`config.mk`:
```
export PLATFORM = sky130hd
export DESIGN_NAME = div_unit
export DESIGN_NICKNAME = d
export VERILOG_FILES = /design/src/rtl/div_unit_pkg.sv /design/src/rtl/div_step.sv /design/src/rtl/div_unit.sv
export SDC_FILE = /design/constraint.sdc
export NUM_CORES = 1
export LEC_CHECK = 0
export ABC_AREA = 1
export BUFFER_PORTS_ARGS = -buffer_cell sky130_fd_sc_hd__buf_4
export CORE_AREA = 2 2 161 163
export CTS_CLUSTER_DIAMETER = 120
export DETAILED_ROUTE_END_ITERATION = 12
export DIE_AREA = 0 0 163 165
export GPL_TIMING_DRIVEN = 0
export PLACE_DENSITY = 0.68
export SYNTH_ARGS = -nofsm -noshare
export SYNTH_HDL_FRONTEND = slang
export SYNTH_SLANG_ARGS = --single-unit
```
`constraint.sdc`:
```
create_clock -name clk -period 3.23 [get_ports clk]
set_clock_uncertainty 0.2 [all_clocks]
set_input_delay 0.323 -clock clk [delete_from_list [all_inputs] [get_ports clk]]
set_output_delay 0.323 -clock clk [all_outputs]
set_load 0.005 [all_outputs]
```
`src/rtl/div_unit_pkg.sv`:
```
// Shared stage-bus widths and the execute-to-divider request layout.
// Included first so the width macros are visible to every later file.
`ifndef ES_TO_DIV_BUS_MD
`define ES_TO_DIV_BUS_MD 67
`endif
`ifndef DIV_TO_ES_BUS_MD
`define DIV_TO_ES_BUS_MD 33
`endif

package div_unit_pkg;

  localparam int ES_TO_DIV_W = `ES_TO_DIV_BUS_MD;
  localparam int DIV_TO_ES_W = `DIV_TO_ES_BUS_MD;

  typedef struct packed {
    logic        div_en;
    logic        use_mod;
    logic        is_unsigned;
    logic [31:0] src1;
    logic [31:0] src2;
  } es_to_div_t;

  function automatic logic [31:0] neg_if(input logic [31:0] v, input logic neg);
    return neg ? (~v + 32'd1) : v;
  endfunction

endpackage

```
`src/rtl/div_step.sv`:
```
// One restoring radix-2 step: shift in a dividend bit, trial-subtract the divisor.
module div_step (
  input  logic [31:0] i_rem,
  input  logic        i_dvd_bit,
  input  logic [31:0] i_divisor,
  output logic [31:0] o_rem,
  output logic        o_qbit
);

  logic [32:0] w_shifted;
  logic [32:0] w_diff;

  assign w_shifted = {i_rem, i_dvd_bit};
  assign w_diff    = w_shifted - {1'b0, i_divisor};

  // A set bit 32 means the trial difference went negative, so restore.
  assign o_qbit = ~w_diff[32];
  assign o_rem  = o_qbit ? w_diff[31:0] : w_shifted[31:0];

endmodule

```
`src/rtl/div_unit.sv`:
```
// Iterative 32-bit signed/unsigned divider, one quotient bit per cycle.
// Result and div_ok are presented only during the single DONE cycle.
module div_unit
  import div_unit_pkg::*;
#(
  parameter int DIV_CYCLES = 32
) (
  input  logic                   clk,
  input  logic                   resetn,
  input  logic [ES_TO_DIV_W-1:0] es_to_div_bus,
  output logic [DIV_TO_ES_W-1:0] div_to_es_bus
);

  localparam logic [1:0] S_IDLE = 2'b00;
  localparam logic [1:0] S_BUSY = 2'b01;
  localparam logic [1:0] S_DONE = 2'b10;
  localparam int CNT_W = (DIV_CYCLES > 1) ? $clog2(DIV_CYCLES) : 1;
  localparam logic [CNT_W-1:0] CNT_LOAD = CNT_W'(DIV_CYCLES - 1);

  typedef enum logic [1:0] {
    IDLE = S_IDLE,
    BUSY = S_BUSY,
    DONE = S_DONE
  } state_e;

  es_to_div_t  w_req;
  state_e      r_state;
  logic [CNT_W-1:0] r_cnt;
  logic [31:0] r_rem;
  logic [31:0] r_dvd;
  logic [31:0] r_dsr;
  logic [31:0] r_quot;
  logic        r_use_mod;
  logic        r_sign_q;
  logic        r_sign_r;

  logic        w_neg1;
  logic        w_neg2;
  logic [31:0] w_step_rem;
  logic        w_qbit;
  logic [31:0] w_result;

  assign w_req  = es_to_div_bus;
  assign w_neg1 = ~w_req.is_unsigned & w_req.src1[31];
  assign w_neg2 = ~w_req.is_unsigned & w_req.src2[31];

  div_step u_step (
    .i_rem     (r_rem),
    .i_dvd_bit (r_dvd[31]),
    .i_divisor (r_dsr),
    .o_rem     (w_step_rem),
    .o_qbit    (w_qbit)
  );

  // NOTE: non-blocking assignments everywhere below, so every register sees pre-edge values.
  always_ff @(posedge clk or negedge resetn) begin
    // NOTE: the datapath registers are reset as well, so no stale operand survives a reset.
    if (!resetn) begin
      r_state   <= IDLE;
      r_cnt     <= '0;
      r_rem     <= '0;
      r_dvd     <= '0;
      r_dsr     <= '0;
      r_quot    <= '0;
      r_use_mod <= 1'b0;
      r_sign_q  <= 1'b0;
      r_sign_r  <= 1'b0;
    end else begin
      case (r_state)
        IDLE: begin
          if (w_req.div_en) begin
            r_use_mod <= w_req.use_mod;
            r_sign_q  <= w_neg1 ^ w_neg2;
            r_sign_r  <= w_neg1;
            r_dvd     <= neg_if(w_req.src1, w_neg1);
            r_dsr     <= neg_if(w_req.src2, w_neg2);
            r_rem     <= '0;
            r_quot    <= '0;
            r_cnt     <= CNT_LOAD;
            r_state   <= BUSY;
          end
        end
        BUSY: begin
          // Dropping div_en mid-operation is a flush from the issuing stage.
          if (!w_req.div_en) begin
            r_state <= IDLE;
          end else begin
            r_rem  <= w_step_rem;
            r_dvd  <= {r_dvd[30:0], 1'b0};
            r_quot <= {r_quot[30:0], w_qbit};
            r_cnt  <= r_cnt - 1'b1;
            if (r_cnt == '0) r_state <= DONE;
          end
        end
        DONE:    r_state <= IDLE;
        default: r_state <= IDLE;
      endcase
    end
  end

  assign w_result = r_use_mod ? neg_if(r_rem, r_sign_r) : neg_if(r_quot, r_sign_q);

  assign div_to_es_bus = (r_state == DONE) ? {w_result, 1'b1} : '0;

endmodule

```
==> results of run 1 <==
==> flip-flops by register name, summed over array words and instances (netlist names) <==
register,flops
r_dsr,32
r_dvd,32
r_quot,32
r_rem,32
r_cnt,5
r_state,2
r_sign_q,1
r_sign_r,1
r_use_mod,1
==> worst paths after layout <==
check / start / endpoint / slack [ps]
min reg2reg: r_dvd[26]$_DFFE_PN0P_ / r_dvd[26]$_DFFE_PN0P_ / 280
max in group asynchronous: resetn / r_rem[0]$_DFFE_PN0P_ / 1750
max: r_rem[0]$_DFFE_PN0P_ / div_to_es_bus[23] / 170
min: es_to_div_bus[32] / r_dvd[0]$_DFFE_PN0P_ / 6
max reg2reg: r_rem[0]$_DFFE_PN0P_ / r_rem[30]$_DFFE_PN0P_ / 420
min in group asynchronous: resetn / r_dsr[24]$_DFFE_PN0P_ / 230
==> cells in the final DEF, fill, tap and decap left out, types with 10 or more instances in the layout <==
cell type,count
o22ai_1,36
nand2_2,21
nor3_1,35
xnor2_1,19
nor2_1,204
a21oi_1,93
nand2_1,620
nand3b_1,10
inv_1,302
buf_4,103
nand3_1,193
ha_1,36
o21ai_0,132
nand4_1,19
clkbuf_1,49
dfrtp_1,136
xor2_1,28
nand3_2,11
clkbuf_16,17
==> metal layers <==
metal	part of all wire	routed length, µm	global-route usage	up-vias
met1	0.46	18540	0.4155	6385
met5	0	0	0	-
met3	0.056	2273	0.03742	67
met4	0.024	979	0.09372	0
met2	0.46	18850	0.5131	427
li1	-	-	-	6824
==> metrics by stage <==
step	power, mW	cell area (µm²)	setup WS [ps]	cells
after global routing	11.15	14370	-1.989	2524
after global placement	8.003	13580	437.3	2480
after floorplan	6.580	12410	845.1	2049
after CTS	10.15	14290	3.547	2521
final	10.31	14370	167.3	2524
after detailed placement	8.089	13610	384.7	2481
==> cells by family (layout without fill, tap and decap cells) <==
group,count (synthesis),count (layout),synth area share
and+or+nand+nor,1143,1143,0.3926
DFF,138,138,0.2784
buffers and inverters,378,523,0.1207
adders and majority gates,39,39,0.03994
AOI/OAI and AO/OA,304,304,0.1351
xor gates and xnor gates,47,47,0.03318
==> cell usage after synthesis, drive strengths merged (2+ instances only) <==
master,instances
o21bai,6
clkbuf,49
dfrtp,138
a22oi,2
o211ai,8
nor3,39
nand3b,10
o31ai,4
a31oi,2
inv,308
nand3,205
nor2,214
o21ai,138
buf,18
a21oi,98
nand4,19
a21o,2
nand2,647
ha,38
xnor2,19
a311oi,6
o22ai,36
o221ai,2
clkinv,3
and2,3
xor2,28
nor4,4
==> timing repair <==
item                                    in CTS  in global routing
gates resized for setup                      2                 22
hold buffers                                 8                  0
setup buffers                                0                  3
endpoints found under the setup margin       3                 15
pin swaps                                    0                  3
endpoints found under the hold margin       62                  0
==> cell type report <==
class,count,area [µm²]
inverter,311,1167
multi-input combinational,1533,7520
buffer,67,330.3
sequential,138,3456
fill,2598,10660
tap,330,412.9
clock inverter,15,168.9
clock buffer,17,425.4
timing repair buffer,113,892.1
==> worst max-delay path, delay by kind of cell, from the launching register on <==
| kind | cells | cell delay (ps) |
|---|---|---|
| DFF | 1 | 440 |
| adders and majority gates | 1 | 200 |
| and+or+nand+nor | 9 | 820 |
| AOI/OAI and AO/OA | 1 | 200 |
| buffers and inverters | 4 | 440 |
==> power breakdown <==
| group | switching (mW) | internal [mW] |
|---|---|---|
| sequential | 0.393 | 2.02 |
| clock | 0.914 | 1.10 |
| combinational | 3.85 | 2.02 |
==> results.json, run 1 <==
{
  "status": "complete, no violations",
  "nets": 2289,
  "io_pins": 102,
  "diodes": 0,
  "yosysTopAreaCell": "dfrtp_1",
  "max_stage_delay_ps": 440,
  "synthCells": 2049,
  "async_flop_share": 1.000,
  "synth_area_per_cell_um2": 6.054,
  "first_pass_iters": 7,
  "htree_levels": 4,
  "detail-route-antenna-nets": 0,
  "final-hold-violation-count": 0,
  "antenna_found_initial": 0,
  "grt_usage": 0.3066,
  "numCtsBuffers": 17,
  "grt_pass1_wl_um": 64960,
  "ys_seq_area_frac": 0.2784,
  "drt_iter0_drc": 1270,
  "wirelength_um": 40640,
  "crit_chain": "inv_2, ha_2, nand3_1, inv_1, nand2_1, nor2_4, nand2_1, nand2_4, nand2_1, inv_1, nand2_1, nand2_1, nand3_1, a21oi_2, buf_4",
  "fmax_mhz": 326.5,
  "peakVddDrop_mv": 0.4560,
  "synth_edf_count": 0,
  "drv_slew": 0,
  "dpl.hpwl_um": 32230,
  "worstPathMaxFanout": 7,
  "drive_above_1_share": 0.1003,
  "crit_required_ps": 2710,
  "path_common_cell": "nand2_1",
  "worst_pin_slew_ps": 992.5,
  "initial_core_util": 0.4955,
  "slew-limit-headroom": 0.3359,
  "wl_per_cell_um": 16.10,
  "synth_area_um2": 12410,
  "clockBufferDepth": 2,
  "timing.hold.ws_ps": 6.309,
  "clock_sinks": 138,
  "die_w_um": 163,
  "path_class": "reg2out",
  "min_period_ps": 3063,
  "synth_area_leaders": "dfrtp_1 (28%), nand2_1 (19%), inv_1 (9.2%)",
  "io_buffers": 101,
  "routed-via-count": 13700,
  "fp.dieH_um": 165,
  "grt_max_degree": 84,
  "die-area_um2": 26900,
  "rr_worst_depth": 16,
  "grt_overflow": 0,
  "worst_setup_path_start_kind": "register",
  "setup_viol": 0,
  "cts.reportedPaths.clkPinSlew_ps": 70,
  "insertion_delay_ps": 440,
  "hp-class": "in2reg",
  "grt_pass1_vias": 12860,
  "cts_tree": "built",
  "drc": 0,
  "ys_seq_elements": 138,
  "maxCapViolations": 0,
  "end_kind": "primary output",
  "synth_fp_nets": 2157,
  "rows": 58,
  "period_share": 0.9482,
  "arrival_ps": 2540,
  "min_path_cells": 3,
  "critical-path-slowest-cell": "dfrtp_2",
  "via_per_inst": 5.429,
  "cts_root_buf": "clkbuf_16",
  "synth.top_cell.area_share": 0.2784,
  "tns_ps": 0,
  "powerDensity_nw_per_um2": 717.3,
  "synth.distinct_cells": 45,
  "synth-main-ff-cell": "dfrtp_1",
  "coreArea_um2": 25040,
  "syn_to_final_growth_pct": 15.85,
  "synth_warnings": 0,
  "p_leak_nw": 7.587,
  "place_congestion": 0.9319,
  "final_util": 0.5741
}
Note: power is estimated with default switching activity, not from simulation.
==> inputs of run 2 (changes only) <==
--- a/config.mk
+++ b/config.mk
@@ -5,14 +5,14 @@
 export SDC_FILE = /design/constraint.sdc
 export NUM_CORES = 1
 export LEC_CHECK = 0
-export ABC_AREA = 1
 export BUFFER_PORTS_ARGS = -buffer_cell sky130_fd_sc_hd__buf_4
-export CORE_AREA = 2 2 161 163
+export CORE_AREA = 2 2 147 149
 export CTS_CLUSTER_DIAMETER = 120
 export DETAILED_ROUTE_END_ITERATION = 12
-export DIE_AREA = 0 0 163 165
+export DIE_AREA = 0 0 149 151
 export GPL_TIMING_DRIVEN = 0
-export PLACE_DENSITY = 0.68
+export PLACE_DENSITY = 0.69
+export SKIP_CTS_REPAIR_TIMING = 1
 export SYNTH_ARGS = -nofsm -noshare
 export SYNTH_HDL_FRONTEND = slang
 export SYNTH_SLANG_ARGS = --single-unit
==> run 2 against run 1 <==
  * Critical path type unchanged
  * Register-to-register slack got worse by 830 ps
  * Via count fell by 25%
  * Global-route usage fell by 3.8 points
  * Largest cell class unchanged
  * Final area fell by 8.5%
  * Final cell count fell by 31%
  * Highest routed layer unchanged
  * The run now ends with negative hold slack, negative setup slack left
  * Sequential power rose by 7%
  * Critical endpoint is now div_to_es_bus[25]
==> results.json, run 2 <==
{
  "ys_seq_elements": 138,
  "multiInputGateArea_um2": 7046,
  "min_period_ps": 4108,
  "setup_viol": 49,
  "first_pass_iters": 5,
  "hp-start": "es_to_div_bus[27]",
  "insertion_delay_ps": 440,
  "synth.top_cell.area_share": 0.3342,
  "end_kind": "primary output",
  "wl_per_cell_um": 17.91,
  "synthCells": 1303,
  "htree_levels": 4,
  "cts_root_buf": "clkbuf_16",
  "die_w_um": 149,
  "rows": 53,
  "violations": "negative hold slack, negative setup slack",
  "die-area_um2": 22500,
  "final-hold-violation-count": 1,
  "io_pins": 102,
  "synth_area_um2": 10330,
  "routed-via-count": 10220,
  "drive_above_1_share": 0.2057,
  "hp-class": "in2reg",
  "yosysTopAreaCell": "dfrtp_1",
  "reg2reg_from": "r_rem[4]$_DFFE_PN0P_",
  "tns_ps": -18690,
  "crit_required_ps": 2710,
  "synth-main-ff-cell": "dfrtp_1",
  "fp.dieH_um": 151,
  "worst_pin_slew_ps": 839.4,
  "grt_pass1_vias": 9384,
  "initial_core_util": 0.4963,
  "hold_end": "r_dsr[27]$_DFFE_PN0P_",
  "synth_area_leaders": "dfrtp_1 (33%), nand2_1 (7.6%), o21ai_0 (6.7%)",
  "arrival_ps": 3580,
  "regArea_um2": 3478,
  "synth_warnings": 0,
  "rr_worst_depth": 14,
  "synthTopCellsByCount": "nand2_1 (208), o21ai_0 (139), dfrtp_1 (138), nor2_1 (105), a21oi_1 (92)",
  "io_buffers": 101,
  "clock_sinks": 138,
  "drc": 0,
  "rsz0062_at_grt": "true",
  "timing.hold.ws_ps": -4.114,
  "cts_tree": "built",
  "worst_setup_path_start_kind": "register",
  "layout_common_cells": "nand2_1 (202), buf_4 (130), dfrtp_1 (118)",
  "grt_usage": 0.2684,
  "dpl.hpwl_um": 22410,
  "maxCapViolations": 0,
  "setup_slack_ps": -877.7,
  "final_common_cell": "nand2_1",
  "fin_cells": 1753,
  "numCtsBuffers": 17,
  "min_path_cells": 3,
  "synth_area_per_cell_um2": 7.931,
  "diodes": 0,
  "fillers": 1824,
  "p_leak_nw": 5.662,
  "status": "finished with violations",
  "powerDensity_nw_per_um2": 866.9,
  "peakVddDrop_mv": 0.4306,
  "grt_pass1_wl_um": 48200,
  "drv_slew": 0,
  "path_class": "reg2out",
  "syn_to_final_growth_pct": 27.32,
  "via_per_inst": 5.831,
  "synth.most_common_cell": "nand2_1",
  "wirelength_um": 31400,
  "worstPathMaxFanout": 5,
  "finalPower_mw": 11.40,
  "place_inst": 1680,
  "async_flop_share": 1.000,
  "synth_fp_nets": 1411,
  "period_share": 1.272,
  "synth_edf_count": 0,
  "detail-route-antenna-nets": 0,
  "grt_overflow": 0,
  "reg2reg_to": "r_rem[16]$_DFFE_PN0P_",
  "coreArea_um2": 20820,
  "synth.distinct_cells": 64,
  "cts.reportedPaths.clkPinSlew_ps": 70,
  "fmax_mhz": 243.4,
  "nets": 1573,
  "ys_seq_area_frac": 0.3342,
  "drt_iter0_drc": 704,
  "antenna_found_initial": 0,
  "place_congestion": 0.9152,
  "slew-limit-headroom": 0.4384,
  "grt_max_degree": 96,
  "r2r_slack_ps": -410,
  "clockBufferDepth": 2
}
==> run 2: how the worst max path moves through the flow <==
stage / to / startpoint / cells past startpoint / slack (ps)
5_1_grt: div_to_es_bus[26] / r_quot[11]$_DFFE_PN0P_ / 10 / -970
2_1_floorplan: div_to_es_bus[32] / r_rem[21]$_DFFE_PN0P_ / 9 / -110
3_5_place_dp: r_rem[13]$_DFFE_PN0P_ / r_rem[12]$_DFFE_PN0P_ / 12 / -750
4_1_cts: div_to_es_bus[26] / r_quot[2]$_DFFE_PN0P_ / 11 / -1120
3_3_place_gp: r_rem[13]$_DFFE_PN0P_ / r_rem[12]$_DFFE_PN0P_ / 12 / -720
6_report: div_to_es_bus[25] / r_quot[11]$_DFFE_PN0P_ / 10 / -880
==> run 2: logic make-up (layout without fill, tap and decap cells) <==
| kind of cell | count (synthesis) | count (layout) | share of synthesized area |
|---|---|---|---|
| AO/OA/AOI/OAI | 369 | 369 | 0.2153 |
| AND/OR/NAND/NOR | 457 | 457 | 0.2026 |
| multiplexers | 32 | 32 | 0.03112 |
| adder cells (fa/ha/maj) | 39 | 39 | 0.04795 |
| XOR/XNOR | 147 | 147 | 0.1246 |
| flip-flops | 138 | 138 | 0.3342 |
| buffers and inverters | 121 | 296 | 0.04431 |
==> run 2: cell type report <==
type | count | share of cell area
clock inverters | 14 | 0.01208
flip-flops and latches | 138 | 0.2644
inverters | 54 | 0.01541
multi-input cells | 1044 | 0.5355
repair buffers | 144 | 0.09082
clock buffers | 18 | 0.03338
well taps | 275 | 0.02615
plain buffers | 66 | 0.02225
==> run 2: routing by layer <==
layer  GRT usage  up-vias  share of wire
met5           0        -              0
met1      0.3842     4941           0.46
li1            -     4906              -
met4     0.06619        0          0.019
met2      0.4258      322           0.46
met3     0.04398       52          0.059
==> run 2: critical path, cell delays in order, from the launching register on <==
cell,delay (ps)
dfrtp_2,440
or4_4,550
nor3b_4,250
nand3_2,130
or4_4,490
or3_4,430
o21ai_2,170
xnor2_1,140
nor2_1,80
a211oi_2,290
buf_4,170
==> run 2: metrics by stage <==
stage	worst slack [ps]	instance area (µm²)	utilization
floorplan	-105.5	10400	-
global placement	-722.9	11500	0.5522
detailed placement	-749.9	11530	0.5537
CTS	-1121	12130	0.5824
global route	-971.1	13160	0.6318
finish	-877.7	13160	0.6318
==> run 2: report_power, final <==
part	internal, mW	total [mW]	leakage, nW	switching [mW]
clock	1.17	2.01	0.288	0.839
combinational	3.33	6.80	3.62	3.47
sequential	2.06	2.59	1.76	0.531
==> inputs of run 3 (changes only) <==
--- a/config.mk
+++ b/config.mk
@@ -12,6 +12,7 @@
 export DIE_AREA = 0 0 149 151
 export GPL_TIMING_DRIVEN = 0
 export PLACE_DENSITY = 0.69
+export RECOVER_POWER = 50
 export SKIP_CTS_REPAIR_TIMING = 1
 export SYNTH_ARGS = -nofsm -noshare
 export SYNTH_HDL_FRONTEND = slang
==> run 3 against run 2 <==
  * Worst setup slack worse by 24 ps
  * Power down 0.12%
  * The run ends with negative hold slack, max-capacitance violations, max-slew violations, negative setup slack left
  * Highest routed layer unchanged
  * Sequential share of layout area about the same
  * Global-route usage unchanged
  * Hold slack improved by 3.2 ps
  * Sequential power about the same
  * First-iteration DRC count fell by 0.85%
  * Utilization fell by 0.072 points
  * Non-clock buffer count unchanged
  * Register-to-register slack about the same
  * Final cell count unchanged
==> results.json, run 3 (synthesis results as in run 2) <==
{
  "status": "finished with violations",
  "violations": "negative hold slack, max-capacitance violations, max-slew violations, negative setup slack",
  "rows": 53,
  "fmax_mhz": 242.0,
  "wl_per_cell_um": 17.88,
  "die_w_um": 149,
  "grt_pass1_wl_um": 48200,
  "cts.reportedPaths.clkPinSlew_ps": 60,
  "initial_core_util": 0.4963,
  "timing.hold.ws_ps": -0.9471,
  "worstSetupStartpoint": "r_rem[20]$_DFFE_PN0P_",
  "slew-limit-headroom": -0.2963,
  "grt_usage": 0.2684,
  "drv_slew": 44,
  "cts_root_buf": "clkbuf_16",
  "rsz0062_at_grt": "true",
  "dpl.hpwl_um": 22410,
  "fp.dieH_um": 151,
  "via_per_inst": 5.810,
  "wirelength_um": 31340,
  "die-area_um2": 22500,
  "cts_tree": "built",
  "end_kind": "primary output",
  "drc": 0,
  "rr_worst_depth": 14,
  "detail-route-antenna-nets": 0,
  "io_buffers": 101,
  "hp-class": "in2reg",
  "drt_iter0_drc": 698,
  "period_share": 1.279,
  "final-hold-violation-count": 1,
  "place_congestion": 0.9152,
  "maxCapViolations": 1,
  "post-place-ws_ps": -749.9,
  "clockBufferDepth": 2,
  "grt_pass1_vias": 9384,
  "fillers": 1825,
  "layout_common_cells": "nand2_1 (202), buf_4 (130), dfrtp_1 (118)",
  "worst_setup_path_start_kind": "register",
  "crit_required_ps": 2710,
  "htree_levels": 4,
  "endpoint": "div_to_es_bus[32]",
  "tns_ps": -18600,
  "reg2reg_to": "r_rem[16]$_DFFE_PN0P_",
  "min_period_ps": 4132,
  "fin_cells": 1753,
  "path_class": "reg2out",
  "nets": 1573,
  "numCtsBuffers": 17,
  "diodes": 0,
  "r2r_slack_ps": -410,
  "grt_max_degree": 96,
  "worstPathMaxFanout": 3,
  "reg2reg_from": "r_rem[4]$_DFFE_PN0P_",
  "routed-via-count": 10190,
  "clock_sinks": 138,
  "first_pass_iters": 5,
  "peakVddDrop_mv": 0.4299,
  "io_pins": 102,
  "coreArea_um2": 20820,
  "setup_viol": 49,
  "multiInputGateArea_um2": 7046,
  "p_leak_nw": 5.656,
  "worst_pin_slew_ps": 1945,
  "final_common_cell": "nand2_1",
  "insertion_delay_ps": 430,
  "antenna_found_initial": 0,
  "regArea_um2": 3478,
  "powerDensity_nw_per_um2": 866.8,
  "syn_to_final_growth_pct": 27.17,
  "grt_overflow": 0,
  "place_inst": 1680,
  "arrival_ps": 3610,
  "setup_slack_ps": -902.1,
  "finalPower_mw": 11.39,
  "drive_above_1_share": 0.2050
}
[run 3: changes by cell type in the layout (fill, tap and decap cells not counted)]
| cell | previous run | this run |
|---|---|---|
| buf_16 | 1 | 0 |
| buf_6 | 5 | 4 |
| buf_8 | 1 | 2 |
| dlygate4sd2_1 | 0 | 1 |
[run 3: area by class of cell]
type | instances | share of cell area
clock inverters | 14 | 0.01209
flip-flops and latches | 138 | 0.2647
well taps | 275 | 0.02618
clock buffers | 18 | 0.03342
inverters | 54 | 0.01542
repair buffers | 144 | 0.08978
plain buffers | 66 | 0.02228
multi-input cells | 1044 | 0.5361
[run 3: power breakdown]
part           switching [mW]  leakage (nW)  internal (mW)
sequential              0.530          1.76           2.06
combinational            3.47          3.61           3.32
clock                   0.833         0.288           1.17
[run 3: through the flow]
stage | util | cell area, µm²
3_5_place_dp | 0.5537 | 11530
4_1_cts | 0.5824 | 12130
6_report | 0.6311 | 13140
5_1_grt | 0.6311 | 13140
3_3_place_gp | 0.5522 | 11500
2_1_floorplan | - | 10400
[run 3: critical path: stages (launching register included)]
cell and delay [ps]:
dfrtp_2 440, or4_4 540, or3_4 410, or3_4 340, or3_4 340, or2_4 260, o41ai_4 250, xnor2_1 160
a21oi_1 80, nor2_1 210, buf_4 150
[run 3: worst min path at each step]
stage,depth (start not counted),from,endpoint
6_report,3,es_to_div_bus[27],r_dsr[27]$_DFFE_PN0P_
3_5_place_dp,1,resetn,r_rem[11]$_DFFE_PN0P_
4_1_cts,1,resetn,r_rem[11]$_DFFE_PN0P_
2_1_floorplan,0,resetn,r_cnt[0]$_DFFE_PN0P_
5_1_grt,3,es_to_div_bus[4],r_dsr[4]$_DFFE_PN0P_
3_3_place_gp,2,r_dvd[28]$_DFFE_PN0P_,r_dvd[28]$_DFFE_PN0P_
[run 3: layer usage]
layer / track usage / vias up / share of wire
li1: - / 4904 / -
met2: 0.4258 / 318 / 0.46
met3: 0.04398 / 52 / 0.057
met4: 0.06619 / 0 / 0.020
met5: 0 / - / 0
met1: 0.3842 / 4911 / 0.46
